`src/rtl/plic_claim_master_pkg.sv`:
```
// Register-bus request/response bundles shared by the
// PLIC claim master and its bus peers.
package plic_claim_master_pkg;

  typedef struct packed {
    logic [31:0] addr;
    logic        write;
    logic [31:0] wdata;
    logic [3:0]  wstrb;
    logic        valid;
  } reg_req_t;

  typedef struct packed {
    logic [31:0] rdata;
    logic        error;
    logic        ready;
  } reg_rsp_t;

endpackage

```
`src/rtl/plic_claim_master.sv`:
```
// Hardware claim/complete agent for one PLIC target context:
// programs the threshold, claims, dispatches and completes IDs.
module plic_claim_master
  import plic_claim_master_pkg::*;
#(
  parameter int          N_SOURCE  = 30,
  parameter int          SRCW      = $clog2(N_SOURCE + 1),
  parameter int          TARGET    = 0,
  parameter logic [31:0] BASE_ADDR = 32'h0C00_0000,
  parameter int          THRESHOLD = 0,
  parameter int          HOLDOFF   = 2
) (
  input  logic            clk_i,
  input  logic            rst_ni,
  input  logic            eip_i,
  output reg_req_t        req_o,
  input  reg_rsp_t        rsp_i,
  output logic [SRCW-1:0] irq_id_o,
  output logic            irq_valid_o,
  input  logic            irq_ready_i,
  input  logic            done_i,
  output logic            busy_o,
  output logic [7:0]      err_cnt_o
);

  localparam logic [31:0] TH_ADDR =
    BASE_ADDR + 32'h0020_0000 + 32'(TARGET) * 32'h1000;
  localparam logic [31:0] CC_ADDR = TH_ADDR + 32'd4;
  localparam int HW = (HOLDOFF > 1) ? $clog2(HOLDOFF) : 1;
  localparam logic [HW-1:0] HOLD_LAST = HW'(HOLDOFF - 1);

  typedef enum logic [2:0] {
    INIT_WR,
    IDLE,
    CLAIM_RD,
    DISPATCH,
    WAIT_DONE,
    COMPLETE_WR,
    HOLD
  } state_e;

  state_e        state;
  logic [HW-1:0] hold_cnt;
  logic          xfer;
  logic          unused_rdata;

  assign xfer = req_o.valid && rsp_i.ready;
  assign unused_rdata = ^rsp_i.rdata[31:SRCW];

  always_ff @(posedge clk_i or negedge rst_ni) begin
    if (!rst_ni) begin
      state       <= INIT_WR;
      req_o       <= '0;
      irq_id_o    <= '0;
      irq_valid_o <= 1'b0;
      busy_o      <= 1'b0;
      err_cnt_o   <= '0;
      hold_cnt    <= '0;
    end else begin
      if (xfer && rsp_i.error && err_cnt_o != 8'hFF)
        err_cnt_o <= err_cnt_o + 8'd1;

      unique case (state)
        INIT_WR: begin
          if (!req_o.valid) begin
            req_o <= '{addr:  TH_ADDR,
                       write: 1'b1,
                       wdata: 32'(THRESHOLD),
                       wstrb: 4'hF,
                       valid: 1'b1};
          end else if (rsp_i.ready) begin
            req_o <= '0;
            state <= IDLE;
          end
        end
        IDLE: begin
          if (eip_i) begin
            state  <= CLAIM_RD;
            busy_o <= 1'b1;
          end
        end
        CLAIM_RD: begin
          if (!req_o.valid) begin
            req_o <= '{addr:  CC_ADDR,
                       write: 1'b0,
                       wdata: 32'd0,
                       wstrb: 4'h0,
                       valid: 1'b1};
          end else if (rsp_i.ready) begin
            req_o <= '0;
            // errors and spurious ID 0 both skip dispatch and complete
            if (rsp_i.error || rsp_i.rdata[SRCW-1:0] == '0) begin
              state    <= HOLD;
              hold_cnt <= '0;
            end else begin
              irq_id_o    <= rsp_i.rdata[SRCW-1:0];
              irq_valid_o <= 1'b1;
              state       <= DISPATCH;
            end
          end
        end
        DISPATCH: begin
          if (irq_ready_i) begin
            irq_valid_o <= 1'b0;
            state       <= WAIT_DONE;
          end
        end
        WAIT_DONE: begin
          if (done_i) state <= COMPLETE_WR;
        end
        COMPLETE_WR: begin
          if (!req_o.valid) begin
            req_o <= '{addr:  CC_ADDR,
                       write: 1'b1,
                       wdata: 32'(irq_id_o),
                       wstrb: 4'hF,
                       valid: 1'b1};
          end else if (rsp_i.ready) begin
            req_o    <= '0;
            state    <= HOLD;
            hold_cnt <= '0;
          end
        end
        HOLD: begin
          // masks the stale eip while the PLIC re-evaluates
          if (hold_cnt == HOLD_LAST) begin
            state  <= IDLE;
            busy_o <= 1'b0;
          end else begin
            hold_cnt <= hold_cnt + 1'b1;
          end
        end
        default: begin
          state  <= IDLE;
          req_o  <= '0;
          busy_o <= 1'b0;
        end
      endcase
    end
  end

endmodule

```
`config.mk`:
```
export PLATFORM = sky130hd
export DESIGN_NAME = plic_claim_master
export DESIGN_NICKNAME = d
export VERILOG_FILES = /design/src/rtl/plic_claim_master_pkg.sv /design/src/rtl/plic_claim_master.sv
export SDC_FILE = /design/constraint.sdc
export NUM_CORES = 1
export LEC_CHECK = 0
export ABC_AREA = 1
export BUFFER_PORTS_ARGS = -buffer_cell sky130_fd_sc_hd__buf_2
export CORE_ASPECT_RATIO = 2
export CORE_MARGIN = 2
export CORE_UTILIZATION = 53
export DETAILED_ROUTE_END_ITERATION = 10
export GPL_TIMING_DRIVEN = 0
export PLACE_DENSITY_LB_ADDON = 0.05
export SYNTH_ARGS = -nofsm -noshare
export SYNTH_HDL_FRONTEND = slang
export SYNTH_SLANG_ARGS = --single-unit
```
`constraint.sdc`:
```
create_clock -name clk_i -period 1.6 [get_ports clk_i]
set_input_delay 0.32 -clock clk_i [delete_from_list [all_inputs] [get_ports clk_i]]
set_output_delay 0.32 -clock clk_i [all_outputs]
set_load 0.005 [all_outputs]
```
==> flow_summary.toml <==
[pwr]
fin_total_pwr_uw = 9570
p_leak_uw = 0.00316
pwr_density_cell_nw_per_um2 = 1640
vdd_drop_max_mv = 1.21

[floorplanning]
fp-row-count = 48
dieArea_um2 = 9760
fp.dieH_um = 138
boundaryPins = 124
core_area_um2 = 8650
initial_utilization_pct = 54.8
die-width_um = 70.9

[worst_setup_path]
path_common_cell = "o21ai_0"
cp.required_ns = 1.86
crit_path_end_kind = "flop"
worst_path_largest_cell_delay_ns = 0.42
critPathKind = "flop to flop"
critPathLaunchType = "flop"
worstPathArrival_ns = 1.83
crit_slowest_cell = "nor2_1"
path_cells = "buf_4 -> xor2_2 -> nor2_1 -> o21ai_0 -> o21ai_0"
path_max_fanout = 10

[yosys]
post-synth-top-count-cell = "nand2_1"
synth_commonest_cells = "nand2_1 (131), dfrtp_1 (89), nand3_1 (68)"
yosys.area.top_type = "dfrtp_1"
syn_nets = 590
synth.area.top_cells = "dfrtp_1 (47%), nand2_1 (10%), o211ai_1 (9.5%)"
syn_inst = 550
yosysTopAreaCellShare_pct = 47.0
synth_warnings = 0
ys_seq_elements = 89
postSynthAreaPerCell_um2 = 8.62
syn_area_um2 = 4740
ys_seq_area_share_pct = 47.0
yosysUniqueCellTypes = 30
synth_edf_count = 0
synthFlopType = "dfrtp_1"
synth_async_sr_flop_share_pct = 100

[placed_design]
dpl.cell_count = 747
portBuffers = 96
place_congestion = 0.861
dp_hpwl_um = 8720

[route]
drcViolationCount = 0
final_antenna_net_count = 0
wl_per_cell_um = 16.1
viasPerCell = 5.78
dr.pass1.iters = 5
vias = 4420
drtIter0Drc = 279
routed_wl_um = 12300

[cts]
clock_latency_ns = 0.35
cts_buffer_depth = 2
cts_tree = "built"
cts_root_buffer = "clkbuf_16"
numCtsBuffers = 9
clk_pin_slew_ns = 0.06
cts_sinks = 89
htreeDepth = 3

[timing]
finalHoldViolCount = 0
setup_viol_count_final = 0
rsz0062_at_grt = "yes"
post-route-min-period_ns = 1.57
tightestPinTransition_ns = 0.507
fmax_ghz = 0.637
relSlewSlack_pct = 66.1
finClkSkew_ns = 0.00569
drv_slew = 0
timing.final.crit_share_pct = 98.2

[layout]
diodes = 0
nNetsFinal = 700
drive_above_1_share_pct = 25.0
fin_cells = 765
areaGrowthSynthToFinish_pct = 22.8

[global_route]
grt_first_pass_wirelength_um = 20900
grt_use_total_pct = 26.7
antenna_found_initial = 0
grt_pass1_vias = 4428
grt_max_degree = 61
grt_overflow = 0

[min_path]
min_path_type = "input port to flop"

[run_status]
status = "finished, final reports clean"

[job]
drv_cap = 0
## final timing paths
path	slack, ns	depth (start not counted)	endpoint	start
setup / recovery	0.03	5	req_o[37]$_DFFE_PN0N_	state[2]$_DFFE_PN0P_
hold / removal	0.18	2	irq_valid_o$_DFFE_PN0P_	irq_ready_i
setup reg to reg	0.03	5	req_o[37]$_DFFE_PN0N_	state[2]$_DFFE_PN0P_
hold reg to reg	0.48	2	hold_cnt$_DFFE_PN0P_	hold_cnt$_DFFE_PN0P_
max in group asynchronous	0.49	3	state[1]$_DFFE_PN0P_	rst_ni
min in group asynchronous	0.45	2	req_o[21]$_DFFE_PN0N_	rst_ni
## stage by stage
step	setup TNS, ns	cell area, um2	utilization [%]	worst slack [ns]	hold slack, ns
finish	0	5820	67.3	0.0294	0.178
global route	-0.119	5820	67.3	-0.0349	0.181
CTS	0	5770	66.7	0.0164	0.177
detailed placement	-0.0844	5380	62.2	-0.0181	0.285
global placement	-55.66	5350	61.8	-0.632	0.461
floorplan	0	4740	-	0.239	0.0244
## worst max-delay path: cells and delay by family (launching register included)
family | cells | cell delay [ns]
flip-flops | 1 | 0.39
XOR/XNOR | 1 | 0.21
AND/OR/NAND/NOR | 1 | 0.42
AO/OA/AOI/OAI | 2 | 0.28
buffers and inverters | 1 | 0.19
## timing repair
item | 4_1_cts | 5_1_grt
setup buffers | 0 | 1
hold buffers | 1 | 0
setup endpoints to repair | 10 | 71
endpoints found under the hold margin | 29 | 0
pin swaps | 0 | 2
resized for setup | 1 | 27
## sequential cells by signal (all words and copies together) (netlist names)
name,cells
err_cnt_o,8
irq_valid_o,1
busy_o,1
hold_cnt,1
req_o,70
state,3
irq_id_o,5
## final cells by class
class | instances | area, um2
plain buffers | 43 | 267
well taps | 100 | 125
inverters | 26 | 97.6
flip-flops and latches | 89 | 2230
fillers | 729 | 2830
multi-input cells | 392 | 2200
repair buffers | 99 | 528
clock inverters | 5 | 125
clock buffers | 11 | 253
## power breakdown
part           switching, uW  leakage [uW]  internal [uW]
Sequential               278       0.00120           2630
Clock                    889      0.000186           1770
Combinational           2720       0.00177           1290
Total                   3890       0.00316           5680
## layout by cell type (no fill, tap or decap), types with 2 or more instances in the layout
cell,n
inv_1,23
nor2_1,21
buf_2,104
clkbuf_16,9
buf_4,17
clkbuf_8,2
nand2_2,4
a21oi_1,8
nand3_1,68
clkbuf_2,3
nor2_2,2
bufinv_16,4
o2111ai_1,5
o21bai_1,55
nand2_1,130
o21ai_0,14
clkbuf_1,7
clkbuf_4,7
nor3_1,5
o211ai_1,60
o21ai_1,2
xnor2_1,6
inv_2,3
nor2_4,2
dfrtp_1,88
## cell families after synthesis
kind of cell	synth area share [%]
and+or+nand+nor	22.1
buffers and inverters	7.02
DFF	47.0
adders and majority gates	0.264
AOI/OAI and AO/OA	22.0
xor gates and xnor gates	1.64
## layer usage
layer	GRT usage [%]	wire length (um)
met5	0	0
met4	10.9	235
met3	3.66	417
met2	48.2	6740
met1	31.6	4940
No activity file was read; power rests on OpenSTA's default activity.
